$ cat config.mk
export PLATFORM = sky130hd
export DESIGN_NAME = sync_fifo
export DESIGN_NICKNAME = d
export VERILOG_FILES = /design/src/rtl/sync_fifo.sv
export SDC_FILE = /design/constraint.sdc
export NUM_CORES = 1
export LEC_CHECK = 0
export CORE_MARGIN = 5
export CORE_UTILIZATION = 45
export DETAILED_ROUTE_END_ITERATION = 16
export GPL_ROUTABILITY_DRIVEN = 0
export PLACE_DENSITY = 0.64
export SKIP_LAST_GASP = 1
export SYNTH_ARGS = -nofsm -noshare
export SYNTH_HDL_FRONTEND = slang
export SYNTH_SLANG_ARGS = --single-unit
export TNS_END_PERCENT = 20
$ cat constraint.sdc
create_clock -name clk -period 2.9 [get_ports clk]
set_input_delay 0.29 -clock clk [delete_from_list [all_inputs] [get_ports clk]]
set_output_delay 0.29 -clock clk [all_outputs]
set_load 0.005 [all_outputs]
$ cat src/rtl/sync_fifo.sv
// Parametrised synchronous FIFO with first-word fall-through read, occupancy,
// programmable almost-full/almost-empty thresholds, flush and sticky error flags.
module sync_fifo #(
  parameter int WIDTH    = 1,
  parameter int DEPTH    = 32,
  parameter int AF_LEVEL = DEPTH - 4,
  parameter int AE_LEVEL = 4,
  localparam int CW      = $clog2(DEPTH + 1)
) (
  input  logic             clk,
  input  logic             rst,
  input  logic             flush,
  input  logic             we,
  input  logic [WIDTH-1:0] wr_data,
  input  logic             re,
  output logic [WIDTH-1:0] rd_data,
  output logic             full,
  output logic             empty,
  output logic             almost_full,
  output logic             almost_empty,
  output logic [CW-1:0]    count,
  output logic             overflow,
  output logic             underflow
);

  localparam int PW = $clog2(DEPTH);

  logic [WIDTH-1:0] mem_r [DEPTH];
  logic [PW-1:0]    wr_ptr_r;
  logic [PW-1:0]    rd_ptr_r;
  logic [CW-1:0]    count_r;
  logic             overflow_r;
  logic             underflow_r;

  logic             full_s;
  logic             empty_s;
  logic             push_ok_s;
  logic             pop_ok_s;
  logic [CW-1:0]    count_nxt_s;

  // Explicit wrap keeps non-power-of-two depths inside the array.
  function automatic logic [PW-1:0] ptr_inc(input logic [PW-1:0] p);
    if (p == PW'(DEPTH - 1)) begin
      return {PW{1'b0}};
    end else begin
      return p + PW'(1);
    end
  endfunction

  // Status decode and push/pop acceptance, all straight from current count.
  always_comb begin
    full_s    = (count_r == CW'(DEPTH));
    empty_s   = (count_r == {CW{1'b0}});
    push_ok_s = we & ~full_s;
    pop_ok_s  = re & ~empty_s;
  end

  // Occupancy change for this edge.
  always_comb begin
    count_nxt_s = count_r;
    case ({push_ok_s, pop_ok_s})
      2'b10:   count_nxt_s = count_r + CW'(1);
      2'b01:   count_nxt_s = count_r - CW'(1);
      default: count_nxt_s = count_r;
    endcase
  end

  // Pointer, occupancy and sticky error registers; flush ignores any request.
  always_ff @(posedge clk) begin
    if (rst || flush) begin
      wr_ptr_r    <= {PW{1'b0}};
      rd_ptr_r    <= {PW{1'b0}};
      count_r     <= {CW{1'b0}};
      overflow_r  <= 1'b0;
      underflow_r <= 1'b0;
    end else begin
      if (push_ok_s) begin
        wr_ptr_r <= ptr_inc(wr_ptr_r);
      end
      if (pop_ok_s) begin
        rd_ptr_r <= ptr_inc(rd_ptr_r);
      end
      count_r     <= count_nxt_s;
      overflow_r  <= overflow_r | (we & full_s);
      underflow_r <= underflow_r | (re & empty_s);
    end
  end

  // Storage array; contents deliberately survive reset and flush.
  always_ff @(posedge clk) begin
    if (!rst && !flush && push_ok_s) begin
      mem_r[wr_ptr_r] <= wr_data;
    end
  end

  // Output mapping.
  always_comb begin
    rd_data      = mem_r[rd_ptr_r];
    full         = full_s;
    empty        = empty_s;
    almost_full  = (count_r >= CW'(AF_LEVEL));
    almost_empty = (count_r <= CW'(AE_LEVEL));
    count        = count_r;
    overflow     = overflow_r;
    underflow    = underflow_r;
  end

endmodule
==> impl_summary.txt <==
----------------------------------------------------
[Outcome]
  Outcome ... finished, final reports clean

[Synth]
  Fraction of post-synthesis cell area in the top cell type by area ... 34.7%
  Xor-xnor portion of the synthesized cell area ... 1.26%
  Area contributors post-synth ... sky130_fd_sc_hd__edfxtp_1 (35%), sky130_fd_sc_hd__dfxtp_1 (17%), sky130_fd_sc_hd__nor2_1 (6.2%)
  Area share of and/or/nand/nor cells after synthesis ... 22.0%
  EDFF count, synth ... 32
  Summed instance area of the synthesized netlist ... 2770 um^2
  Average size of a mapped cell ... 10.7 um^2
  Synth Warn # ... 0
  Arithmetic-cell share of the synthesized area counting full adders, half adders and majority gates ... 4.51%
  Share of the synthesized area in compound gates (AO/OA/AOI/OAI) ... 9.30%
  Sequential cell area fraction in the yosys report ... 51.3%
  Dominant cell by count in the synthesized netlist ... sky130_fd_sc_hd__nor2_1
  Netlist cell types ... 53
  Commonest cells post-synth ... sky130_fd_sc_hd__nor2_1 (46), sky130_fd_sc_hd__edfxtp_1 (32), sky130_fd_sc_hd__dfxtp_1 (23)
  Post-Syn Instances ... 258
  Top_reg_cell synth ... sky130_fd_sc_hd__edfxtp_1
  Number of flip-flops and latches in the synthesized netlist ... 55
  Ys async rst share ... 0%
  Net count of the mapped netlist ... 274
  Largest family of logic cells by synthesized area ... simple AND/OR/NAND/NOR gates
  Multiplexer share of the synthesized area ... 7.81%
  Most area-hungry cell type in the Yosys netlist ... sky130_fd_sc_hd__edfxtp_1

[Critical path]
  Crit path kind ... reg -> reg
  Dominant delay contributor by cell family on the critical path ... simple AND/OR/NAND/NOR gates
  Max incr delay on CP ... 0.62 ns
  Required time of the worst setup path ... 3.09 ns
  Kind of start point of the critical path ... flop
  Max FO, Critical Path ... 10
  Cells along the critical path ... or4_4 > o21a_4 > clkinv_8 > ha_1 > or4b_2 > o31ai_1 > o21ai_0 > nor3b_2
  Worst path buffer plus inverter count ... 1
  Critical-path cell with the highest stage delay ... sky130_fd_sc_hd__or4b_2
  Crit path DAT ... 2.93 ns
  Endpoint type of the worst setup path ... flop

[Floorplan]
  Ports ... 19
  Die ar. ... 7830 um^2
  Initial Utilization ... 46.6%
  Std cell rows ... 28
  Placeable core area ... 5960 um^2
  Die extent in y ... 88.5 um
  Floorplan die width ... 88.5 um

[Timing]
  Worst-case hold slack ... 0.500 ns
  Fin. Hold Viols ... 0
  Final-report max-slew violation count ... 0
  Worst-case headroom to the max-slew limit ... 35.0%
  Post-Route Setup TNS ... 0 ns
  Measured slew at the worst slew-check pin ... 0.972 ns
  Fin crit share ... 94.2%
  Min Tclk post-route ... 2.73 ns
  Endpoints failing setup ... 0
  Unrepaired setup endpoints after global routing ... false
  Least setup slack across all paths after layout ... 0.167 ns
  Worst-case clock skew ... 0.0104 ns
  Top achievable clock speed ... 0.366 GHz

[Power]
  Relative contribution of combinational cells to total power ... 9.8%
  Switching Share ... 23.7%
  Cell internal pwr ... 1.06 mW
  Part of the total power dissipated in the clock network ... 30.1%
  Maximum vdd ir drop ... 0.000222 V
  Net switching power ... 0.330 mW
  Share of power burned in registers ... 60.1%
  Static leakage ... 1.02 nW
  Overall power consumption ... 1.39 mW
  Power density normalized to cell area ... 446 nW/um^2

[Finish]
  # fillers ... 568
  Area of combinational cells with multiple inputs ... 1240 um^2
  Design area ... 3120 um^2
  Number of antenna cells inserted ... 0
  Sequential cell area in the final layout ... 1420 um^2
  Post-route core utilization ... 52.4%
  Non-filler cells in the finished layout ... 353
  Synthesis-to-layout area growth ... 12.6%
  Fraction of layout cells with a size suffix above 1 ... 14.0%
  Number of nets in the layout ... 293

[GRT]
  Via count of the first global-routing pass ... 1878
  GRT overflow ... 0
  Antenna violations before repair ... 0
  GRT Resource Usage Total ... 15.1%
  Maximum number of pins on one net before global-route repair ... 33
  Wire length of the first global-routing pass ... 9.15 mm

[Clocking]
  CTS Buf Count ... 5
  CTS max path bufs ... 2
  Clock root buffer master ... sky130_fd_sc_hd__clkbuf_8
  Post-CTS setup buffer count ... 0
  Clock latency of the later-clocked register in the worst-skew pair ... 0.31 ns
  Sink Count ... 55
  Hold-fix buffer count after cts ... 0
  Worst-path clk slew ... 0.10 ns
  Cells resized by post-CTS repair ... 0
  TritonCTS clock tree ... built
  H-tree lvl count ... 2

[Placement]
  Port-buffer cells ... 18
  Detailed-placement wirelength estimate ... 3.69 mm
  Dpl ws ... 0.206 ns
  DP Cell Count ... 345
  Placed standard-cell area ... 3030 um^2

[Drt]
  Vias after detailed routing ... 1929
  Drc violations ... 0
  First-pass DRT Iterations ... 4
  Number of nets still failing antenna checks after routing ... 0
  Drt wl/cell ... 15.2 um
  Violation count after the first detailed-routing iteration ... 121
  Aggregate routed wire length ... 5.35 mm
  Routed vias/inst ... 5.46

[Worst hold path]
  Min-Delay Path Class ... reg -> reg

[Run]
  Number of violations of the max-capacitance limit ... 0

----------------------------------------------------
flip-flops by register name, summed over array words and instances (netlist names), named ones only:
| register | count |
|---|---|
| rd_ptr_r | 5 |
| overflow | 1 |
| count | 6 |
| mem_r | 32 |
| underflow | 1 |
| wr_ptr_r | 5 |
worst reg2reg max path: cells and delay by family, from the launching register on:
| kind | cells | cell delay [ns] |
|---|---|---|
| AND/OR/NAND/NOR | 3 | 1.35 |
| AO/OA/AOI/OAI | 3 | 0.50 |
| flip-flops | 1 | 0.33 |
| adder cells (fa/ha/maj) | 1 | 0.33 |
| buffers and inverters | 1 | 0.09 |
path summary, 6_finish.rpt:
path / start / end / slack [ns] / cells past startpoint
worst min-delay path: underflow / underflow / 0.50 / 2
worst max register to register: count[0] / count[5] / 0.17 / 8
worst min register to register: underflow / underflow / 0.50 / 2
worst max-delay path: count[0] / count[5] / 0.17 / 8
per-layer routing:
| layer | routed length [um] | share of wire, % | global-route usage (%) |
|---|---|---|---|
| met1 | 2550 | 48 | 20.5 |
| met2 | 2590 | 48 | 25.0 |
| met3 | 150 | 2.8 | 2.79 |
| met4 | 63 | 1.2 | 4.12 |
| met5 | 0 | 0 | 0 |
power groups by stage:
stage	Sequential (mW)	Clock [mW]	Combinational, mW
5_1_grt	0.840	0.465	0.150
6_report	0.838	0.420	0.136
3_3_place_gp	0.855	0	0.135
4_1_cts	0.838	0.432	0.136
3_5_place_dp	0.856	0	0.135
2_1_floorplan	0.854	0	0.0821
kinds of logic after synthesis:
| family | Yosys count |
|---|---|
| AOI/OAI and AO/OA | 39 |
| xor gates and xnor gates | 4 |
| adders and majority gates | 10 |
| buffers and inverters | 20 |
| DFF | 55 |
| muxes | 19 |
| and+or+nand+nor | 111 |
final cells by class:
| cell class | count | share of cell area, % |
|---|---|---|
| repair buffers | 26 | 7.69 |
| clock buffers | 5 | 2.20 |
| inverters | 6 | 1.12 |
| clock inverters | 3 | 0.641 |
| multi-input cells | 183 | 39.8 |
| flip-flops and latches | 55 | 45.5 |
| well taps | 75 | 3.00 |
layout by cell type (no fill, tap or decap), types with 5 or more instances in the layout:
master                             n
sky130_fd_sc_hd__nand3_1           8
sky130_fd_sc_hd__o21ai_0           5
sky130_fd_sc_hd__edfxtp_1         32
sky130_fd_sc_hd__nor2_1           46
sky130_fd_sc_hd__inv_1             5
sky130_fd_sc_hd__a21oi_1          13
sky130_fd_sc_hd__ha_1             10
sky130_fd_sc_hd__or3_1             6
sky130_fd_sc_hd__nand2_1          10
sky130_fd_sc_hd__nand3b_1          5
sky130_fd_sc_hd__clkbuf_8          5
sky130_fd_sc_hd__mux2i_1          16
sky130_fd_sc_hd__buf_4             8
sky130_fd_sc_hd__dfxtp_1          23
sky130_fd_sc_hd__clkdlybuf4s50_1  18
(Power assumes the default switching activity.)
